## src/rtl/softmax_stream_driver.sv

```systemverilog
// softmax_stream_driver
//
// Host-side sequencer for one dtom_softmax engine. It buffers one input
// vector from the host, pulses the engine Start, streams the vector on
// Datain, collects the reversed result stream into a result buffer and
// drains it to the host over a valid/ready port. It aborts with a sticky
// Err if the engine never answers.
//
// Ports
//   Clock, Reset_n          single rising-edge clock, async active-low reset
//   Load_vld/data/rdy       host writes input words, index 0 first
//   Go, Len                 launch a transaction of Len+1 words (IDLE only)
//   Start, Datain, N        engine start pulse, input word, held length
//   Dataout, Dataout_vld    engine result stream (highest index first)
//   Res_data/vld/rdy        result words to the host, index 0 first
//   Busy, Done, Err         status: not idle, last word taken, timeout

module softmax_stream_driver #(
    parameter int BITWIDTH = 32,
    parameter int INPUTMAX = 2,
    parameter int TIMEOUT  = 4096
) (
    input  logic                Clock,
    input  logic                Reset_n,
    input  logic                Load_vld,
    input  logic [BITWIDTH-1:0] Load_data,
    output logic                Load_rdy,
    input  logic                Go,
    input  logic [INPUTMAX:0]   Len,
    output logic                Start,
    output logic [BITWIDTH-1:0] Datain,
    output logic [INPUTMAX:0]   N,
    input  logic [BITWIDTH-1:0] Dataout,
    input  logic                Dataout_vld,
    output logic [BITWIDTH-1:0] Res_data,
    output logic                Res_vld,
    input  logic                Res_rdy,
    output logic                Busy,
    output logic                Done,
    output logic                Err
);

    localparam int CAP = 2 ** INPUTMAX;
    localparam int LW  = INPUTMAX + 1;
    localparam int IW  = INPUTMAX;
    localparam int TW  = (TIMEOUT > 1) ? $clog2(TIMEOUT) : 1;

    typedef enum logic [2:0] {
        S_IDLE  = 3'd0,
        S_START = 3'd1,
        S_SEND  = 3'd2,
        S_WAIT  = 3'd3,
        S_RECV  = 3'd4,
        S_DRAIN = 3'd5
    } state_t;

    state_t                state_q, state_d;
    logic [LW-1:0]         ptr_q, ptr_d;
    logic [IW-1:0]         idx_q, idx_d;
    logic [IW-1:0]         rcnt_q, rcnt_d;
    logic [IW-1:0]         didx_q, didx_d;
    logic [TW-1:0]         timer_q, timer_d;
    logic [LW-1:0]         n_q, n_d;
    logic                  err_q, err_d;
    logic                  load_rdy_q, load_rdy_d;
    logic [BITWIDTH-1:0]   in_buf_q [CAP];
    logic [BITWIDTH-1:0]   in_buf_d [CAP];
    logic [BITWIDTH-1:0]   res_buf_q [CAP];
    logic [BITWIDTH-1:0]   res_buf_d [CAP];
    logic [IW-1:0]         n_idx;

    // n_q is clamped to CAP-1 at Go, so its low bits are a valid buffer index
    assign n_idx = n_q[IW-1:0];

    // Next-state and datapath. The buffers are plain register arrays so all
    // reads are combinational by index.
    always_comb begin
        state_d   = state_q;
        ptr_d     = ptr_q;
        idx_d     = idx_q;
        rcnt_d    = rcnt_q;
        didx_d    = didx_q;
        timer_d   = timer_q;
        n_d       = n_q;
        err_d     = err_q;
        in_buf_d  = in_buf_q;
        res_buf_d = res_buf_q;
        Start     = 1'b0;
        Datain    = '0;
        Res_vld   = 1'b0;
        Res_data  = '0;
        Done      = 1'b0;

        case (state_q)
            S_IDLE: begin
                // A load beat in the same cycle as Go is still written
                if (Load_vld && load_rdy_q) begin
                    in_buf_d[ptr_q[IW-1:0]] = Load_data;
                    ptr_d = ptr_q + LW'(1);
                end
                if (Go) begin
                    n_d     = (Len > LW'(CAP - 1)) ? LW'(CAP - 1) : Len;
                    err_d   = 1'b0;
                    state_d = S_START;
                end
            end
            S_START: begin
                Start   = 1'b1;
                idx_d   = '0;
                state_d = S_SEND;
            end
            S_SEND: begin
                Datain = in_buf_q[idx_q];
                if (idx_q == n_idx) begin
                    timer_d = '0;
                    state_d = S_WAIT;
                end else begin
                    idx_d = idx_q + IW'(1);
                end
            end
            S_WAIT: begin
                timer_d = timer_q + TW'(1);
                if (Dataout_vld) begin
                    // First returned word belongs at the top of the vector.
                    // A one-word vector is already complete here.
                    res_buf_d[n_idx] = Dataout;
                    if (n_idx == '0) begin
                        didx_d  = '0;
                        state_d = S_DRAIN;
                    end else begin
                        rcnt_d  = IW'(1);
                        state_d = S_RECV;
                    end
                end else if (timer_q == TW'(TIMEOUT - 1)) begin
                    err_d   = 1'b1;
                    ptr_d   = '0;
                    state_d = S_IDLE;
                end
            end
            S_RECV: begin
                if (Dataout_vld) begin
                    res_buf_d[n_idx - rcnt_q] = Dataout;
                    if (rcnt_q == n_idx) begin
                        didx_d  = '0;
                        state_d = S_DRAIN;
                    end else begin
                        rcnt_d = rcnt_q + IW'(1);
                    end
                end
            end
            S_DRAIN: begin
                Res_vld  = 1'b1;
                Res_data = res_buf_q[didx_q];
                if (Res_rdy) begin
                    if (didx_q == n_idx) begin
                        Done    = 1'b1;
                        ptr_d   = '0;
                        state_d = S_IDLE;
                    end else begin
                        didx_d = didx_q + IW'(1);
                    end
                end
            end
            default: begin
                state_d = S_IDLE;
            end
        endcase

        // Load_rdy is registered from the next state so that it is 0 in
        // reset and drops the cycle after Go; it therefore rises one cycle
        // after reset release.
        load_rdy_d = (state_d == S_IDLE) && (ptr_d < LW'(CAP));
    end

    // Control registers with asynchronous reset
    always_ff @(posedge Clock or negedge Reset_n) begin
        if (!Reset_n) begin
            state_q    <= S_IDLE;
            ptr_q      <= '0;
            idx_q      <= '0;
            rcnt_q     <= '0;
            didx_q     <= '0;
            timer_q    <= '0;
            n_q        <= '0;
            err_q      <= 1'b0;
            load_rdy_q <= 1'b0;
        end else begin
            state_q    <= state_d;
            ptr_q      <= ptr_d;
            idx_q      <= idx_d;
            rcnt_q     <= rcnt_d;
            didx_q     <= didx_d;
            timer_q    <= timer_d;
            n_q        <= n_d;
            err_q      <= err_d;
            load_rdy_q <= load_rdy_d;
        end
    end

    // Buffer contents are don't-care after reset, so they carry no reset
    always_ff @(posedge Clock) begin
        in_buf_q  <= in_buf_d;
        res_buf_q <= res_buf_d;
    end

    assign Load_rdy = load_rdy_q;
    assign N        = n_q;
    assign Err      = err_q;
    assign Busy     = (state_q != S_IDLE);

endmodule

```

## config.mk

```make
export PLATFORM = sky130hd
export DESIGN_NAME = softmax_stream_driver
export DESIGN_NICKNAME = d
export VERILOG_FILES = /design/src/rtl/softmax_stream_driver.sv
export SDC_FILE = /design/constraint.sdc
export NUM_CORES = 1
export LEC_CHECK = 0
export CELL_PAD_IN_SITES_DETAIL_PLACEMENT = 0
export CELL_PAD_IN_SITES_GLOBAL_PLACEMENT = 1
export CORE_ASPECT_RATIO = 0.9
export CORE_MARGIN = 2
export CORE_UTILIZATION = 45
export CTS_BUF_LIST = sky130_fd_sc_hd__clkbuf_2
export DETAILED_ROUTE_END_ITERATION = 8
export PLACE_DENSITY = 0.77
export REMOVE_ABC_BUFFERS = 1
export SETUP_SLACK_MARGIN = 0.5
export SLEW_MARGIN = 20
export SYNTH_ARGS = -nofsm -noshare
export SYNTH_HDL_FRONTEND = slang
export SYNTH_SLANG_ARGS = --single-unit
```

## constraint.sdc

```tcl
create_clock -name Clock -period 5.2 [get_ports Clock]
set_clock_uncertainty 0.05 [all_clocks]
set_input_delay 1.04 -clock Clock [delete_from_list [all_inputs] [get_ports Clock]]
set_output_delay 1.04 -clock Clock [all_outputs]
set_load 0.01 [all_outputs]
```

==> impl_metrics.tcl <==
set metrics [dict create \
    status "complete, no violations" \
    gp_congestion 0.730 \
    yosys_warnings 0 \
    routed_wl_um 25400 \
    ios 146 \
    r2r_slack_ns 1.60 \
    hp-start "N[2]$_DFFE_PN0P_" \
    hold_violations 0 \
    holdPathStages 1 \
    synth-edff-count 256 \
    ff2ff_path_depth 5 \
    rsz0062_at_grt "no" \
    cp_max_fo 21 \
    ir_drop_mv 0.242 \
    grt_pass1_wl_um 39800 \
    clock-sinks 285 \
    dr_total_vias 6922 \
    drt_iter0_drc 486 \
    clk_latency_ns 0.80 \
    numCtsBuffers 71 \
    drive_gt1_share_pct 21.3 \
    worstPathCellList "buf_4 -> mux4_2 -> and2_1 -> clkdlybuf4s50_1" \
    reg2reg_from "state_q[2]$_DFF_PN0_" \
    clk_pin_slew_worst_paths_ns 0.10 \
    slew_viol_final 0 \
    final.setup.tns_ns 0 \
    dpl_worst_slack_ns 1.55 \
    syn_area_per_cell_um2 16.6 \
    cts_hold_buffers 0 \
    initial_core_util_pct 45.7 \
    max_cap_violations 0 \
    cpMaxStageDelayCell "dfrtp_2" \
    grt_usage_pct 18.3 \
    synth-seq-area-share_pct 68.2 \
    cts_tree "yes" \
    rr_endpoint "res_buf_q[115]$_DFFE_PP_" \
    htree_num_levels 3 \
    via_per_inst 5.18 \
    ys_ff_latch 285 \
    nets 1012 \
    min_to "N[2]$_DFFE_PN0P_" \
    clock-root-buffer "clkbuf_2" \
    antenna_found_initial 2 \
    dp.final_hpwl_um 15300 \
    drt_first_pass_iters 5 \
    worst_slack_ns 0.871 \
    fmaxAchievable_mhz 231 \
    final_common_cell "edfxtp_1" \
    grt_overflow_total 0 \
    leakagePower_nw 5.02 \
    async_flop_share_pct 10.2 \
    cellPowerDensity_nw_per_um2 414 \
    synthCells 742 \
    grt_max_degree 37 \
    wl_per_cell_um 19.0 \
    port_buffers 145 \
    rows 57 \
    relSlewSlack_pct 37.6 \
    final_area_um2 14800 \
    synthFlopType "edfxtp_1" \
    cts_resized 0 \
    setup_viol 0 \
    die_h_um 161 \
    worst_slew_pin_slew_ns 0.936 \
    grt_pass1_vias 7218 \
    place_area_um2 14200 \
    netlist_area_um2 12300 \
    die_x_um 178 \
    finalCriticalPeriod_ns 4.33 \
    criticalPathCategory "reg -> out" \
    cp.required_ns 4.11 \
    core-area_um2 27000 \
    drtAntennaViolNets 0 \
    arrival_ns 3.24 \
    area_growth_pct 20.3 \
    final_util_pct 55.0 \
    postCtsSetupRepairBufs 0 \
    synth.distinct_cells 53 \
    crit_start "idx_q[0]$_DFFE_PN0P_" \
    dieArea_um2 28700 \
    cp-end-kind "primary output" \
    drcViolationCount 0 \
    hold_path_class "reg -> reg" \
    critical-path-max-stage-delay_ns 0.70 \
    mostFrequentLayoutCells "edfxtp_1, clkdlybuf4s50_1, and2_1, nor2b_1, clkbuf_2" \
    cp-start-kind "register" \
    ctsLongestPathBuffers 3 \
    fin_crit_sh_pct 83.2 \
]
[layout make-up]
cell class,count,area [um2]
Multi-Input combinational cell,404,3740
Antenna cell,2,5.00
Sequential cell,285,8420
Clock inverter,26,113
Tap cell,354,443
Inverter,10,37.5
Clock buffer,94,470
Fill cell,2212,12100
Timing Repair Buffer,161,1600
[worst max-delay path: cells and delay by family (launching register included)]
kind                   cells  cell delay, ns
multiplexers               1            0.61
flip-flops                 1            0.70
AND/OR/NAND/NOR            1            0.18
buffers and inverters      2            0.95
[flip-flops by register name, indices dropped and copies added (netlist names), 3 cells and up]
name       flops
in_buf_q     128
res_buf_q    128
ptr_q          3
timer_q       12
state_q        3
N              3
[routing by layer]
layer  vias up  share of wire [%]  wire length (um)  track usage, %
li1       3231                  -                 -               -
met1      3447                 45             11300            25.1
met2       199                 48             12200            28.7
met3        45                5.8              1480            4.38
met4         0                1.7               425            6.47
met5         -                  0                 0               0
[how the worst max path moves through the flow]
| stage | endpoint | slack (ns) | cells after the start |
|---|---|---|---|
| CTS | Datain[8] | 0.64 | 4 |
| finish | Datain[11] | 0.87 | 4 |
| global placement | Datain[11] | 1.58 | 4 |
| global route | Datain[11] | 0.57 | 4 |
| detailed placement | Datain[8] | 1.55 | 4 |
| floorplan | res_buf_q[32]$_DFFE_PP_ | 1.14 | 6 |
[through the flow]
stage	hold slack [ns]	cells	power, W
final	0.448	1336	0.00613
after CTS	0.451	1332	0.00621
after detailed placement	0.426	1212	0.00483
after global routing	0.468	1335	0.00652
after floorplan	0.407	699	0.00402
after global placement	0.418	1212	0.00481
[logic make-up after synthesis]
family,after synthesis,share of synthesized area [%]
AO/OA/AOI/OAI,48,2.98
XOR/XNOR,9,0.639
adder cells (fa/ha/maj),6,0.609
buffers and inverters,53,1.95
flip-flops,285,68.2
multiplexers,69,12.1
AND/OR/NAND/NOR,272,13.5
[synth_stat cells (all sizes together) (4+ instances only)]
| library cell | n | share of area, % |
|---|---|---|
| a21oi | 6 | 0.24 |
| and2 | 101 | 5.1 |
| buf | 25 | 1.1 |
| clkbuf | 18 | 0.57 |
| dfrtp | 29 | 5.9 |
| edfxtp | 256 | 62 |
| ha | 6 | 0.61 |
| inv | 10 | 0.30 |
| mux4 | 64 | 12 |
| nand2 | 16 | 0.51 |
| nand3 | 9 | 0.37 |
| nand4 | 4 | 0.20 |
| nor2 | 17 | 0.52 |
| nor2b | 100 | 5.1 |
| nor3 | 7 | 0.32 |
| o21ai | 13 | 0.53 |
| xor2 | 6 | 0.43 |
[where the power goes]
| group | internal (W) | switching, W |
|---|---|---|
| combinational | 0.000949 | 0.000919 |
| clock | 0.000494 | 0.000873 |
| sequential | 0.00273 | 0.000170 |
No activity file was read; power rests on OpenSTA's default activity.
